`src/rtl/maxpool_32_2_16.sv`:
```
// Streaming 1-D max-pool: reduces each K-sample window to its signed max,
// flags the last pooled sample of every L-sample frame, 2-entry output FIFO.
module maxpool_32_2_16 #(
  parameter int L = 32,
  parameter int K = 2,
  parameter int T = 16
) (
  input  logic                clk,
  input  logic                reset,
  input  logic signed [T-1:0] x_data,
  input  logic                x_valid,
  output logic                x_ready,
  output logic signed [T-1:0] y_data,
  output logic                y_valid,
  input  logic                y_ready,
  output logic                y_last
);

  localparam int N  = L / K;
  localparam int WW = (K > 1) ? $clog2(K) : 1;
  localparam int OW = (N > 1) ? $clog2(N) : 1;
  localparam logic [WW-1:0] WLAST = WW'(K - 1);
  localparam logic [OW-1:0] OLAST = OW'(N - 1);

  logic [WW-1:0]       win_cnt_q, win_cnt_d;
  logic [OW-1:0]       out_cnt_q, out_cnt_d;
  logic signed [T-1:0] run_max_q, run_max_d;
  logic [T:0]          mem0_q, mem0_d;
  logic [T:0]          mem1_q, mem1_d;
  logic [1:0]          count_q, count_d;

  logic                in_beat;
  logic                out_beat;
  logic                push;
  logic                last;
  logic signed [T-1:0] cand;
  logic [T:0]          entry;

  assign x_ready = !reset && (count_q != 2'd2);
  assign y_valid = (count_q != 2'd0);
  assign y_data  = mem0_q[T-1:0];
  assign y_last  = mem0_q[T];

  // Window max, counters and the pushed entry
  always_comb begin
    in_beat   = x_valid && x_ready;
    out_beat  = y_valid && y_ready;
    win_cnt_d = win_cnt_q;
    out_cnt_d = out_cnt_q;
    run_max_d = run_max_q;
    if (win_cnt_q == '0) begin
      cand = x_data;
    end else if (x_data > run_max_q) begin
      cand = x_data;
    end else begin
      cand = run_max_q;
    end
    push  = in_beat && (win_cnt_q == WLAST);
    last  = (out_cnt_q == OLAST);
    entry = {last, cand};
    if (in_beat) begin
      run_max_d = cand;
      if (push) begin
        win_cnt_d = '0;
        out_cnt_d = last ? '0 : out_cnt_q + 1'b1;
      end else begin
        win_cnt_d = win_cnt_q + 1'b1;
      end
    end
  end

  // Two-entry FIFO; mem0 is always the head
  always_comb begin
    mem0_d  = mem0_q;
    mem1_d  = mem1_q;
    count_d = count_q;
    if (push && out_beat) begin
      mem0_d = entry;
    end else if (out_beat) begin
      mem0_d  = mem1_q;
      count_d = count_q - 2'd1;
    end else if (push) begin
      if (count_q == 2'd0) begin
        mem0_d = entry;
      end else begin
        mem1_d = entry;
      end
      count_d = count_q + 2'd1;
    end
  end

  // State registers with asynchronous clear
  always_ff @(posedge clk or posedge reset) begin
    if (reset) begin
      win_cnt_q <= '0;
      out_cnt_q <= '0;
      run_max_q <= '0;
      mem0_q    <= '0;
      mem1_q    <= '0;
      count_q   <= '0;
    end else begin
      win_cnt_q <= win_cnt_d;
      out_cnt_q <= out_cnt_d;
      run_max_q <= run_max_d;
      mem0_q    <= mem0_d;
      mem1_q    <= mem1_d;
      count_q   <= count_d;
    end
  end

endmodule

```
`config.mk`:
```
export PLATFORM = sky130hd
export DESIGN_NAME = maxpool_32_2_16
export DESIGN_NICKNAME = d
export VERILOG_FILES = /design/src/rtl/maxpool_32_2_16.sv
export SDC_FILE = /design/constraint.sdc
export NUM_CORES = 1
export LEC_CHECK = 0
export CAP_MARGIN = 20
export CORE_MARGIN = 4
export CORE_UTILIZATION = 45
export CTS_CLUSTER_SIZE = 20
export DETAILED_ROUTE_END_ITERATION = 6
export PLACE_DENSITY = 0.67
export SYNTH_ARGS = -nofsm -noshare
export SYNTH_HDL_FRONTEND = slang
export SYNTH_SLANG_ARGS = --single-unit
```
`constraint.sdc`:
```
create_clock -name clk -period 3.1 [get_ports clk]
set_clock_uncertainty 0.2 [all_clocks]
set_input_delay 0.31 -clock clk [delete_from_list [all_inputs] [get_ports clk]]
set_output_delay 0.31 -clock clk [all_outputs]
set_load 0.03 [all_outputs]
```
==> results of run 1 <==
-- registers in the layout, summed over array words and instances, names as in the netlist --
name,count
run_max_q,16
mem1_q,17
count_q,2
mem0_q,17
out_cnt_q,4
win_cnt_q,1
-- per-stage QoR --
stage               hold slack (ns)  power, µW
floorplan                     0.201       2910
global placement              0.271       3610
detailed placement            0.289       3690
CTS                           0.297       4430
global route                  0.332       4740
finish                        0.295       4430
-- layer usage --
metal / vias up / track usage / routed length, µm
li1: 1234 / - / -
met1: 1280 / 0.271 / 3590
met2: 61 / 0.314 / 3810
met3: 11 / 0.0421 / 360
met4: 0 / 0.0691 / 102
met5: - / 0 / 0
-- cell families (layout without fill, tap and decap cells) --
| group | after synthesis | after routing | share of synthesized area |
|---|---|---|---|
| compound gates | 90 | 90 | 0.202 |
| xor+xnor | 3 | 3 | 0.00847 |
| fa+ha+maj | 19 | 19 | 0.0766 |
| buf+inv | 40 | 111 | 0.0577 |
| flops | 57 | 57 | 0.460 |
| mux | 20 | 20 | 0.0843 |
| simple gates | 64 | 64 | 0.111 |
-- area by class of cell --
cell class | count | area [µm²] | share of cell area
multi-input cells | 196 | 1500 | 0.377
flip-flops and latches | 57 | 1430 | 0.358
inverters | 23 | 90.1 | 0.0226
clock inverters | 2 | 35.0 | 0.00880
clock buffers | 14 | 173 | 0.0434
repair buffers | 72 | 661 | 0.166
well taps | 77 | 96.3 | 0.0242
-- worst paths after layout --
path / to / slack (ns) / cells after the start
max: mem0_q[2] / 0.23 / 9
min: out_cnt_q[3] / 0.30 / 1
max reg2reg: mem0_q[2] / 0.23 / 9
min reg2reg: out_cnt_q[3] / 0.30 / 1
max in group asynchronous: run_max_q[1] / 1.84 / 3
min in group asynchronous: mem1_q[15] / 0.39 / 3
-- Yosys cell counts (4+ instances only) --
cell type                  number
sky130_fd_sc_hd__dfrtp_1       57
sky130_fd_sc_hd__a31oi_1       32
sky130_fd_sc_hd__nor2_1        23
sky130_fd_sc_hd__inv_1         22
sky130_fd_sc_hd__ha_1          19
sky130_fd_sc_hd__nand4_1       19
sky130_fd_sc_hd__o22ai_1       16
sky130_fd_sc_hd__o31ai_1       14
sky130_fd_sc_hd__a21oi_1       11
sky130_fd_sc_hd__mux2_4        10
sky130_fd_sc_hd__clkbuf_1       9
sky130_fd_sc_hd__mux2_2         9
sky130_fd_sc_hd__nand2_1        9
sky130_fd_sc_hd__and2_1         4
sky130_fd_sc_hd__buf_2          4
sky130_fd_sc_hd__o21ai_0        4
-- power groups by stage --
stage	sequential [µW]	combinational [µW]	clock (µW)
after floorplan	1560	1350	0
after global placement	1400	2210	0
after detailed placement	1420	2270	0
after CTS	1410	2290	738
after global routing	1460	2500	778
final	1410	2280	736
==> run_results.csv, run 1 <==
group,metric,value,unit
placement,placement.io_buffers,38,
clocking,clk_root_buffer_cell,"sky130_fd_sc_hd__clkbuf_8",
sta,period_share,0.927,
global_route,antenna_found_initial,0,
power_and_ir_drop,power_leakage,0.00176,µW
power_and_ir_drop,powerDensity,1110,nW/µm²
global_route,global_route.overflow_total,0,
clocking,max-clock-path-buffers,2,
die,dieArea,8280,µm²
power_and_ir_drop,power.share.sequential,0.319,
die,floorplan.initialDensity,0.475,
synthesis,sequential_element_share_of_the_synthesized_area,0.460,
clocking,postCtsSetupRepairBufs,0,
sta,finalHoldViolations,0,
die,ios,39,
clocking,clkLatencyLatePin,0.34,ns
critical_path,critPathArrivalTime,2.85,ns
final_layout,nFillCells,563,
critical_path,cp_num_buf_inv,2,
power_and_ir_drop,p_sw,1850,µW
global_route,globalRouteTotalUtil,0.198,
final_layout,fraction_of_final_layout_cells_sized_beyond_drive_strength_1,0.220,
sta,achievable-frequency,348,MHz
job,max_cap_violations,0,
synthesis,proportion_of_netlist_area_held_by_the_largest_area_contributor,0.460,
hold_path,worstHoldStart,"out_cnt_q[3]",
global_route,grt_start_max_net_pins,58,
critical_path,setup.worst_path.class,"input pin to register",
placement,dpl.hpwl,5610,µm
power_and_ir_drop,clkPwrFrac,0.166,
clocking,post_cts_resize_count,0,
sta,total_of_endpoints_with_negative_setup_slack_in_the_final_report,0,
final_layout,most_common_cell_after_layout_fill_and_taps_aside,"sky130_fd_sc_hd__dfrtp_1",
clocking,clkSinkCount,57,
synthesis,avgSynthCellArea,10.6,µm²
final_layout,antenna-diode-count,0,
drt,first_pass_iters,4,
synthesis,synth_cell_type_count,39,
placement,gp_congestion,0.801,
synthesis,synth_enable_flop_cells,0,
drt,via_count,2586,
synthesis,synth.net_count,332,
hold_path,holdCritPathClass,"register to register",
placement,dpl-instance-area,3770,µm²
final_layout,final_nets,398,
clocking,clock_pin_slew_on_the_worst_setup_and_hold_paths,0.06,ns
critical_path,crit_slowest_cell,"sky130_fd_sc_hd__clkdlybuf4s50_1",
final_layout,mostFrequentLayoutCells,"sky130_fd_sc_hd__dfrtp_1 (57), sky130_fd_sc_hd__clkdlybuf4s50_1 (38), sky130_fd_sc_hd__a31oi_1 (32), sky130_fd_sc_hd__buf_4 (32), sky130_fd_sc_hd__nor2_1 (22)",
synthesis,yosysTopAreaCell,"sky130_fd_sc_hd__dfrtp_1",
synthesis,ys_dominant_reg_cell,"sky130_fd_sc_hd__dfrtp_1",
power_and_ir_drop,power_report.internal_total,2580,µW
placement,placed_cells,425,
sta,worst-slew-pin-transition,0.967,ns
power_and_ir_drop,p_sw_frac,0.418,
critical_path,worstSetupEndpointType,"register",
clocking,cts_hold_buffers,0,
drt,detail-route-antenna-nets,0,
die,design.core.area,6530,µm²
outcome,outcome,"completed",
sta,grt_setup_unrepaired,"false",
sta,layout_setup_ws,0.226,ns
power_and_ir_drop,vdd_drop_max,0.458,mV
final_layout,finish.cell_count_without_fillers,441,
power_and_ir_drop,power.share.combinational,0.515,
final_layout,stdcell_area,3980,µm²
critical_path,critPathLaunch,"x_data[5]",
drt,drt_first_iter_violations,166,
clocking,inserted_clock_buffers,9,
drt,post_drt_wl_per_cell,17.8,µm
drt,vias_per_cell,5.86,
synthesis,count_of_state_elements_after_synthesis,57,
sta,final.setup.tns,0,ns
critical_path,worst_ep_required_time,3.08,ns
synthesis,yosysWarnings,0,
critical_path,worst_setup_path_start_kind,"input pin",
critical_path,critical_path_cell_sequence,"clkdlybuf4s50_1, ha_1, nand4_1, nor4_4, a211o_2, o211a_1, buf_4, o31ai_1, a31oi_1",
sta,finalWorstPathRequiredPeriod,2.87,ns
drt,drt-total-wl,7860,µm
die,placementRows,29,
clocking,cts_max_level,3,
critical_path,slowest_delay,0.45,ns
die,fp.dieW,91.0,µm
drt,drt_drc_violations_left,0,
sta,slew_viol_final,0,
sta,max_slew_headroom_at_the_worst_pin,0.355,
synthesis,synth.top_cells.by_area,"sky130_fd_sc_hd__dfrtp_1 (46%), sky130_fd_sc_hd__ha_1 (7.7%), sky130_fd_sc_hd__a31oi_1 (6.5%)",
critical_path,critical_path.max_fanout,6,
die,height_of_the_die,91.0,µm
global_route,grt_first_pass_wirelength,13000,µm
synthesis,async_reset_ff_frac,1.00,
global_route,first_global_vias,2564,
clocking,tritoncts,"yes",
critical_path,rr_startpoint,"run_max_q[5]",
placement,dp_worst_setup_slack,-0.0783,ns
final_layout,final_cell_utilization_of_the_core,0.610,
synthesis,post_synthesis_cells,293,
critical_path,gate_family_responsible_for_the_most_delay_along_the_worst_path,"compound AO/OA/AOI/OAI gates",
final_layout,area_growth,28.4,%
synthesis,synthesis.area,3100,µm²
No activity file was read; power rests on OpenSTA's default activity.
==> run 2: changes to the inputs <==
--- a/config.mk
+++ b/config.mk
@@ -11,6 +11,7 @@
 export CTS_CLUSTER_SIZE = 20
 export DETAILED_ROUTE_END_ITERATION = 6
 export PLACE_DENSITY = 0.67
+export SETUP_SLACK_MARGIN = 0.15
 export SYNTH_ARGS = -nofsm -noshare
 export SYNTH_HDL_FRONTEND = slang
 export SYNTH_SLANG_ARGS = --single-unit
==> run_results.csv, run 2 (synthesis gave the netlist of run 1 again) <==
group,metric,value,unit
power_and_ir_drop,power_leakage,0.00173,µW
die,height_of_the_die,91.0,µm
critical_path,worst_ep_required_time,3.11,ns
global_route,use_met2,0.288,
final_layout,area_growth,27.0,%
sta,finalWorstPathRequiredPeriod,2.80,ns
final_layout,fraction_of_final_layout_cells_sized_beyond_drive_strength_1,0.220,
sta,worst-slew-pin-transition,0.952,ns
placement,dp_worst_setup_slack,-0.0592,ns
power_and_ir_drop,total_power,4300,µW
sta,layout_setup_ws,0.300,ns
global_route,grt_start_max_net_pins,58,
final_layout,mostFrequentLayoutCells,"sky130_fd_sc_hd__dfrtp_1 (57), sky130_fd_sc_hd__clkdlybuf4s50_1 (38), sky130_fd_sc_hd__a31oi_1 (32), sky130_fd_sc_hd__buf_4 (26)",
die,fp.dieW,91.0,µm
final_layout,most_common_cell_after_layout_fill_and_taps_aside,"sky130_fd_sc_hd__dfrtp_1",
drt,detail-route-antenna-nets,0,
power_and_ir_drop,power_report.internal_total,2470,µW
clocking,cts_hold_buffers,0,
die,placementRows,29,
global_route,globalRouteTotalUtil,0.191,
die,floorplan.initialDensity,0.475,
clocking,post_cts_resize_count,0,
clocking,tritoncts,"yes",
clocking,postCtsSetupRepairBufs,0,
final_layout,antenna-diode-count,0,
critical_path,slowest_delay,0.40,ns
critical_path,critPathLaunch,"run_max_q[14]",
clocking,clock_pin_slew_on_the_worst_setup_and_hold_paths,0.06,ns
global_route,global_route.overflow_total,0,
die,ios,39,
sta,total_of_endpoints_with_negative_setup_slack_in_the_final_report,0,
sta,grt_setup_unrepaired,"false",
critical_path,critical_path_cell_sequence,"inv_1, ha_1, nand4_2, nor4_4, a211o_2, buf_4, o211ai_4, a31oi_4, buf_12, mux2_2",
drt,drt-total-wl,7490,µm
die,dieArea,8280,µm²
sta,finalHoldViolations,0,
clocking,clkLatencyLatePin,0.33,ns
global_route,grt_first_pass_wirelength,12800,µm
power_and_ir_drop,p_sw,1830,µW
power_and_ir_drop,power.share.sequential,0.327,
drt,first_pass_iters,4,
global_route,antenna_found_initial,0,
power_and_ir_drop,powerDensity,1090,nW/µm²
final_layout,leading_registers_by_flop_count,"mem0_q (17), mem1_q (17), run_max_q (16)",
placement,gp_congestion,0.767,
final_layout,final_cell_utilization_of_the_core,0.603,
sta,final.setup.tns,0,ns
critical_path,rr_startpoint,"run_max_q[14]",
critical_path,crit_slowest_cell,"sky130_fd_sc_hd__nor4_4",
sta,max_slew_headroom_at_the_worst_pin,0.365,
placement,placement.io_buffers,38,
drt,vias_per_cell,5.77,
critical_path,setup.worst_path.class,"register to register",
global_route,groute.layer.met1.usage,0.267,
clocking,cts_max_level,3,
hold_path,worstHoldStart,"out_cnt_q[3]",
drt,via_count,2514,
clocking,clk_root_buffer_cell,"sky130_fd_sc_hd__clkbuf_8",
outcome,outcome,"completed",
power_and_ir_drop,vdd_drop_max,0.422,mV
global_route,grt_util_met3,0.0347,
critical_path,worstSetupEndpointType,"register",
clocking,clkSinkCount,57,
drt,post_drt_wl_per_cell,17.2,µm
power_and_ir_drop,clkPwrFrac,0.145,
global_route,first_global_vias,2524,
placement,dpl.hpwl,5450,µm
clocking,inserted_clock_buffers,9,
sta,slew_viol_final,0,
sta,achievable-frequency,357,MHz
die,design.core.area,6530,µm²
drt,drt_first_iter_violations,141,
drt,drt_drc_violations_left,0,
critical_path,critical_path.max_fanout,16,
sta,period_share,0.903,
final_layout,final_nets,393,
sta,fin_hold_ws,0.298,ns
global_route,grt-busiest-layer,"met2",
critical_path,worst_setup_path_start_kind,"register",
job,max_cap_violations,0,
critical_path,critPathArrivalTime,2.81,ns
power_and_ir_drop,p_sw_frac,0.426,
hold_path,holdCritPathClass,"register to register",
clocking,max-clock-path-buffers,2,
power_and_ir_drop,power.share.combinational,0.527,
-- run 2: changes by cell type in the layout (fill, tap and decap cells not counted), sizes merged --
cell      delta
buf          -5
clkbuf       -3
bufinv       -1
clkinvlp     +2
clkinv       +2
-- run 2: critical path, delay by kind of cell, from the launching register on --
kind / cells / cell delay (ns)
compound gates: 3 / 0.48
fa+ha+maj: 1 / 0.31
buf+inv: 3 / 0.37
flops: 1 / 0.38
mux: 1 / 0.34
simple gates: 2 / 0.60
-- run 2: metrics by stage --
stage | instances | cell area [µm²]
floorplan | 293 | 3130
global placement | 420 | 3760
detailed placement | 420 | 3760
CTS | 436 | 3940
global route | 436 | 3940
finish | 436 | 3940
-- run 2: path summary, 6_finish.rpt --
| path | cells after the start | to | slack [ns] |
|---|---|---|---|
| hold reg to reg | 1 | out_cnt_q[3] | 0.30 |
| hold / removal | 1 | out_cnt_q[3] | 0.30 |
| setup / recovery | 10 | run_max_q[9] | 0.30 |
| max in group asynchronous | 3 | run_max_q[10] | 1.81 |
| min in group asynchronous | 3 | count_q[1] | 0.41 |
| setup reg to reg | 10 | run_max_q[9] | 0.30 |
-- run 2: cell type report --
cell class	count	area (µm²)
Fill cell	542	2590
Multi-Input combinational cell	196	1510
Sequential cell	57	1430
Timing Repair Buffer	67	636
Clock buffer	11	151
Tap cell	77	96.3
Inverter	23	90.1
Clock inverter	5	30.0
-- run 2: power by group through the flow --
stage | Clock (µW) | Sequential, µW | Combinational [µW]
finish | 624 | 1410 | 2270
global route | 672 | 1460 | 2490
CTS | 636 | 1400 | 2280
detailed placement | 0 | 1420 | 2270
global placement | 0 | 1400 | 2200
floorplan | 0 | 1560 | 1360
-- run 2: metal layers --
layer  share of wire  vias up
li1                -     1229
met1            0.48     1228
met2            0.48       53
met3           0.031        4
met4          0.0075        0
met5               0        -
==> run 3: changes to the inputs <==
--- a/config.mk
+++ b/config.mk
@@ -8,6 +8,7 @@
 export CAP_MARGIN = 20
 export CORE_MARGIN = 4
 export CORE_UTILIZATION = 45
+export CTS_BUF_LIST = sky130_fd_sc_hd__clkbuf_8 sky130_fd_sc_hd__clkbuf_16
 export CTS_CLUSTER_SIZE = 20
 export DETAILED_ROUTE_END_ITERATION = 6
 export PLACE_DENSITY = 0.67
==> results of run 3 <==
The final DEF is identical to that of run 2; final timing and power are the same.
